### config.mk
export PLATFORM = sky130hd
export DESIGN_NAME = detect_event_display
export DESIGN_NICKNAME = d
export VERILOG_FILES = /design/src/rtl/detect_event_display.sv
export SDC_FILE = /design/constraint.sdc
export NUM_CORES = 1
export LEC_CHECK = 0
export CAP_MARGIN = 40
export CELL_PAD_IN_SITES_DETAIL_PLACEMENT = 1
export CELL_PAD_IN_SITES_GLOBAL_PLACEMENT = 2
export CORE_UTILIZATION = 28
export DETAILED_ROUTE_END_ITERATION = 12
export PLACE_DENSITY_LB_ADDON = 0.1
export SETUP_SLACK_MARGIN = 0.2
export SYNTH_ARGS = -nofsm -noshare
export SYNTH_HDL_FRONTEND = slang
export SYNTH_SLANG_ARGS = --single-unit
### constraint.sdc
create_clock -name clk -period 1.9 [get_ports clk]
set_clock_uncertainty 0.15 [all_clocks]
set_input_delay 0.38 -clock clk [delete_from_list [all_inputs] [get_ports clk]]
set_output_delay 0.38 -clock clk [all_outputs]
set_load 0.01 [all_outputs]
### src/rtl/detect_event_display.sv
`default_nettype none
// ============================================================================
// Module   : detect_event_display
// Brief    : Counts rising edges of the sequence-detector flag as a BCD digit
//            with a sticky overflow flag and drives a 7-segment display. The
//            decimal point flashes for FLASH_CYCLES clocks after each counted
//            detection. Pin-level clear and hold inputs are synchronised.
// Revision : 1.0 - initial release
// ============================================================================
module detect_event_display #(
    parameter int unsigned FLASH_CYCLES = 10
) (
    input  logic       clk,
    input  logic       rst_n,
    input  logic       det_in,
    input  logic       clr,
    input  logic       hold,
    output logic [7:0] seg_out,
    output logic [3:0] count_out,
    output logic       ovf
);

    // Timer must hold FLASH_CYCLES itself, hence the +1.
    localparam int unsigned       c_TIMER_W    = $clog2(FLASH_CYCLES + 1);
    localparam logic [c_TIMER_W-1:0] c_FLASH_LOAD = c_TIMER_W'(FLASH_CYCLES);
    localparam logic [c_TIMER_W-1:0] c_TIMER_ONE  = c_TIMER_W'(1);
    localparam logic [3:0]        c_COUNT_MAX  = 4'd9;

    logic                 r_det_q;
    logic                 r_clr_meta;
    logic                 r_clr_s;
    logic                 r_hold_meta;
    logic                 r_hold_s;
    logic [3:0]           r_count;
    logic                 r_ovf;
    logic [c_TIMER_W-1:0] r_flash;

    logic                 w_hit;
    logic [6:0]           w_digit;

    // Previous detector level; resets high so a flag already asserted at
    // reset release must drop before it can count.
    always_ff @(posedge clk or negedge rst_n) begin
        if (!rst_n) begin
            r_det_q <= 1'b1;
        end else begin
            r_det_q <= det_in;
        end
    end

    assign w_hit = det_in & ~r_det_q;

    // Two-flop synchronisers for the asynchronous clear and hold pins.
    always_ff @(posedge clk or negedge rst_n) begin
        if (!rst_n) begin
            r_clr_meta  <= 1'b0;
            r_clr_s     <= 1'b0;
            r_hold_meta <= 1'b0;
            r_hold_s    <= 1'b0;
        end else begin
            r_clr_meta  <= clr;
            r_clr_s     <= r_clr_meta;
            r_hold_meta <= hold;
            r_hold_s    <= r_hold_meta;
        end
    end

    // Counter, overflow and flash timer: clear wins, then an accepted hit,
    // otherwise the flash timer runs down (including when a hit is held off).
    always_ff @(posedge clk or negedge rst_n) begin
        if (!rst_n) begin
            r_count <= 4'd0;
            r_ovf   <= 1'b0;
            r_flash <= '0;
        end else if (r_clr_s) begin
            r_count <= 4'd0;
            r_ovf   <= 1'b0;
            r_flash <= '0;
        end else if (w_hit && !r_hold_s) begin
            if (r_count >= c_COUNT_MAX) begin
                r_count <= 4'd0;
                r_ovf   <= 1'b1;
            end else begin
                r_count <= r_count + 4'd1;
            end
            r_flash <= c_FLASH_LOAD;
        end else if (r_flash != '0) begin
            r_flash <= r_flash - c_TIMER_ONE;
        end
    end

    // BCD to segment pattern; anything outside 0-9 shows a dash.
    always_comb begin
        w_digit = 7'h40;
        case (r_count)
            4'd0:    w_digit = 7'h3F;
            4'd1:    w_digit = 7'h06;
            4'd2:    w_digit = 7'h5B;
            4'd3:    w_digit = 7'h4F;
            4'd4:    w_digit = 7'h66;
            4'd5:    w_digit = 7'h6D;
            4'd6:    w_digit = 7'h7D;
            4'd7:    w_digit = 7'h07;
            4'd8:    w_digit = 7'h7F;
            4'd9:    w_digit = 7'h6F;
            default: w_digit = 7'h40;
        endcase
    end

    assign seg_out   = {(r_flash != '0), w_digit};
    assign count_out = r_count;
    assign ovf       = r_ovf;

endmodule
`default_nettype wire

### After elaboration in Yosys (flattened, before gate mapping)

Memories as Yosys holds them, arrays and structs flattened.
Cells that the tools add are included.

| storage, ports and cells | value |
|---|---|
| bits in registers | 14 |
| ROM bits | 112 |
| bits of input ports | 5 |
| output and inout port bits | 13 |
| memories | 1 |

| operators by class | value |
|---|---|
| add/sub/neg operators | 2 |
| magnitude comparators | 1 |
| mux-type cells | 9 |
| bitwise logic cells | 2 |
| reduce and logical (&&, ||, !) cells | 7 |

Memories:

| memory | words | width | read ports | clocked after Yosys merged registers in | write ports | RTL line | RTL |
|---|---|---|---|---|---|---|---|
| (name not given) | 16 | 7 | 1 | 0 | 0 | 95 | `case (r_count)` |

Operator list:

| operator | count |
|---|---|
| two-way mux 4 bit | 6 |
| adder 4 x 1 -> 4 bit, second input constant | 1 |
| >= comparator 4 bit, second input constant | 1 |
| nonzero test 2 bit | 2 |
| nonzero test 4 bit | 1 |
| subtractor 4 x 1 -> 4 bit, second input constant | 1 |
| two-way mux 1 bit | 3 |
| nonzero test 3 bit | 1 |
| AND reduction 2 bit | 1 |
| AND 1 bit | 1 |
| logical AND 1 bit | 1 |
| zero test 1 bit | 1 |
| NOT 1 bit | 1 |

### Longest topological paths before layout

Gate-level depths: netlist of the first run.

| depth | value |
|---|---|
| word-level depth | 5 |
| mapped depth | 5 |

### Worst setup path after synthesis of the first run

Ideal clock, no wire load.

| timing path | value |
|---|---|
| path kind | flip-flop to flip-flop |
| start | reg r_count[1] (netlist: count_out[1]) |
| end | reg r_count[0] (netlist: count_out[0]) |
| library setup time | 64 ps |
| arrival | 1690 ps |
| required time | 1686 ps |
| slack | -5 ps |
| stages on the path, launching flop included | 6 |
| path buffers | 0 |
| period minus slack after synthesis | 1905 ps |
| cells stage by stage | dfrtp_1 inv_1 ha_1 or3b_4 a2111oi_2 a21o_1 |

| between the ends | value |
|---|---|
| word-level cells in the longest chain between the ends | 4 |

RTL lines:

| what | RTL line | RTL |
|---|---|---|
| start, declared | 34 | `logic [3:0] r_count;` |
| start signal, assigned | 84 | `r_count <= r_count + 4'd1;` |
| >= comparator 4 bit | 80 | `if (r_count >= c_COUNT_MAX) begin` |
| two-way mux 4 bit | 80 |  |
| two-way mux 4 bit | 79 | `end else if (w_hit && !r_hold_s) begin` |
| two-way mux 4 bit | 75 | `end else if (r_clr_s) begin` |

No other way between the ends. The select of a mux whose other input is x is not followed.
A chain may end at the register's enable or synchronous reset.

### Worst setup path in the final report of the first run

| timing path | value |
|---|---|
| start | reg r_count[0] (netlist: count_out[0]) |
| end | out seg_out[4] |

| between the ends | value |
|---|---|
| word-level cells in the longest chain between the ends | 1 |

RTL lines:

| what | RTL line | RTL |
|---|---|---|
| memory read (16 x 7 bit) | -- |  |
| end, declared | 18 | `output logic [7:0] seg_out,` |

No other way between the ends.

==> results of run 1 <==
path summary, 6_finish.rpt:
check / from / end / slack, ns / cells past startpoint
max in group asynchronous: rst_n / r_det_q / 1.11 / 2
min in group asynchronous: rst_n / r_hold_s / 0.24 / 2
setup / recovery: count_out[0] / seg_out[4] / -0.04 / 4
setup reg to reg: count_out[0] / count_out[2] / 0.02 / 5
hold reg to reg: r_hold_meta / r_hold_s / 0.21 / 0
hold / removal: r_hold_meta / r_hold_s / 0.21 / 0
registers in the layout, summed over array words and instances, names as in the netlist:
register / flops
count_out: 4
r_hold_s: 1
r_clr_meta: 1
r_flash: 4
r_hold_meta: 1
ovf: 1
r_clr_s: 1
r_det_q: 1
cell families (layout without fill, tap and decap cells):
| group | Yosys count | after routing | synth area share (%) |
|---|---|---|---|
| XOR/XNOR | 1 | 1 | 1.05 |
| flip-flops | 14 | 14 | 42.2 |
| AO/OA/AOI/OAI | 21 | 21 | 19.8 |
| AND/OR/NAND/NOR | 20 | 20 | 14.3 |
| buffers and inverters | 10 | 57 | 5.41 |
| adder cells (fa/ha/maj) | 9 | 9 | 13.5 |
| multiplexers | 3 | 3 | 3.75 |
synth_stat cells (2+ instances only):
cell type,n
o21ai_0,6
mux2i_1,2
or3b_1,2
dfrtp_1,13
nor2b_1,2
clkbuf_1,2
nor3_1,4
a21oi_1,4
ha_1,9
nor2_1,6
inv_1,7
timing repair:
action                     in CTS  in global routing
gates resized for setup        69                 18
pin swaps                      10                  6
buffers inserted                8                  4
setup endpoints to repair      19                 19
power by group through the flow:
stage	Clock (µW)	Combinational (µW)	Sequential [µW]
floorplan	0	226	372
global placement	0	408	373
detailed placement	0	424	375
CTS	187	524	372
global route	205	640	379
finish	180	580	374
cell type report:
type / count / area, µm² / share of cell area (%)
multi-input combinational: 54 / 579 / 41.1
timing repair buffer: 46 / 379 / 26.9
sequential: 14 / 354 / 25.1
tap: 31 / 38.8 / 2.75
inverter: 7 / 31.3 / 2.22
clock buffer: 4 / 26.3 / 1.87
per-layer routing:
metal	global-route usage, %	vias to the layer above	routed length, µm
met2	26.2	11	1290
li1	-	371	-
met1	21.4	390	1000
met4	5.23	0	28
met5	0	-	0
met3	4.38	4	62
through the flow:
step | setup WS (ns) | utilization, % | hold slack, ns | instance area (µm²) | power (µW)
floorplan | 0.160 | - | -0.0656 | 870 | 598
global placement | -0.110 | 42.6 | 0.184 | 1190 | 780
detailed placement | -0.159 | 42.6 | 0.190 | 1190 | 799
CTS | -0.0609 | 48.0 | 0.212 | 1340 | 1080
global route | -0.121 | 50.7 | 0.214 | 1410 | 1220
finish | -0.0377 | 50.7 | 0.208 | 1410 | 1140
==> run_results.csv, run 1 <==
group,metric,value,unit
final_layout,fillers,307,
place,numPortBuffers,17,
place,dp_hpwl,1600,µm
floorplanning,io_pins,18,
clock_tree,path_clk_slew,0.09,ns
job,maxCapViolCount,0,
routing,drc,0,
synthesis,syn_avg_cell_area,10.7,µm²
sta,rsz0062_at_grt,"yes",
sta,worst_pin_slew,0.656,ns
worst_setup_path,crit_required,1.37,ns
grt,grt_first_pass_wirelength,3930,µm
sta,tns,-0.158,ns
routing,vias,776,
pwr,swShare,31.1,%
final_layout,instances_no_fill,156,
grt,grtUsageTotal,16.4,%
floorplanning,dieHeight,56.6,µm
pwr,leakage,0.000626,µW
clock_tree,cts_hold_buffers,0,
clock_tree,clock_path_buffers,2,
pwr,netSwitchingPower,353,µW
floorplanning,die_area,3200,µm²
worst_setup_path,cp_num_buf_inv,2,
pwr,vdd.ir_drop.worst,595,µV
pwr,clkPwrFrac,15.9,%
pwr,comb_power_share,51.1,%
synthesis,synth_nets,92,
final_layout,drive_gt1_share,60.8,%
sta,layout_setup_ws,-0.0377,ns
sta,maxSlewViolCount,0,
sta,timing.slew.headroom,56.3,%
floorplanning,die_w,56.6,µm
synthesis,ys_ff_latch,14,
clock_tree,htreeDepth,1,
place,dp_cells,140,
synthesis,syn_area,833,µm²
status,failed_checks,"setup timing",
sta,fmax,516,MHz
synthesis,synth-edff-count,0,
pwr,sequentialPowerShare,33.0,%
synthesis,synth_cell_types,32,
clock_tree,cts_tree,"yes",
floorplanning,core,2780,µm²
worst_setup_path,cp_data_arrival_time,1.41,ns
synthesis,yosysWarnings,0,
worst_setup_path,cp_cell_sequence,"inv_4 -> ha_2 -> a22o_1 -> buf_2",
worst_setup_path,cpLargestDelayFamily,"flip-flops",
grt,grt_pass1_vias,800,
synthesis,async_reset_ff_share,100,%
final_layout,insertedDiodeCount,0,
clock_tree,cts_root_buffer,"clkbuf_4",
routing,ant_nets,0,
clock_tree,worstSkewPairLatency,0.28,ns
floorplanning,row_count,19,
status,status,"complete, but fails checks",
final_layout,syn2layout_area_growth,69.1,%
pwr,internal-power,782,µW
worst_setup_path,cp-end-kind,"primary output",
place,gp_congestion,0.719,
routing,wirelength,2390,µm
worst_setup_path,max_stage_delay,0.49,ns
pwr,powerDensity,806,nW/µm²
routing,routedWlPerCell,15.3,µm
synthesis,yosys.area.top_type,"dfrtp_1",
synthesis,synth_seq_area_share,42.2,%
routing,drt_iter0_drc,14,
sta,fin_crit_sh,102,%
synthesis,syn_inst,78,
floorplanning,initial_utilization,30.0,%
clock_tree,clock-sinks,14,
final_layout,mostFrequentLayoutCell,"buf_4",
worst_setup_path,path_class,"register to primary output",
routing,avgViaCountPerCell,4.97,
synthesis,yosys_most_used_dff,"dfrtp_1",
final_layout,fin_nets,140,
clock_tree,cts_buffers,3,
sta,report.final.hold_viol_count,0,
grt,antenna_found_initial,0,
sta,setup_violations,7,
worst_setup_path,start_kind,"register",
synthesis,synth_area_leaders,"dfrtp_1, ha_1, o21ai_0",
grt,grt_overflow_total,0,
sta,post-route-min-period,1.94,ns
worst_setup_path,worstPathMaxFanout,4,
routing,dr.pass1.iters,3,
final_layout,final_cell_mix,"buf_4, dfrtp_1, buf_6",
hold_path,hold_class,"register to register",
synthesis,yosysTopAreaCellShare,39.0,%
grt,grt_max_degree,15,
worst_setup_path,cp_slowest_cell,"dfrtp_2",
(Power assumes the default switching activity.)
==> run 2: changes to the inputs <==
CTS_CLUSTER_SIZE = 16   (was default)
==> results of run 2 <==
Same layout as run 1: the final DEF is identical, and so are final timing and power.
==> run 3: changes to the inputs <==
CTS_CLUSTER_SIZE = default   (was 16)
==> results of run 3 <==
Same layout as run 1: the final DEF is identical, and so are final timing and power.
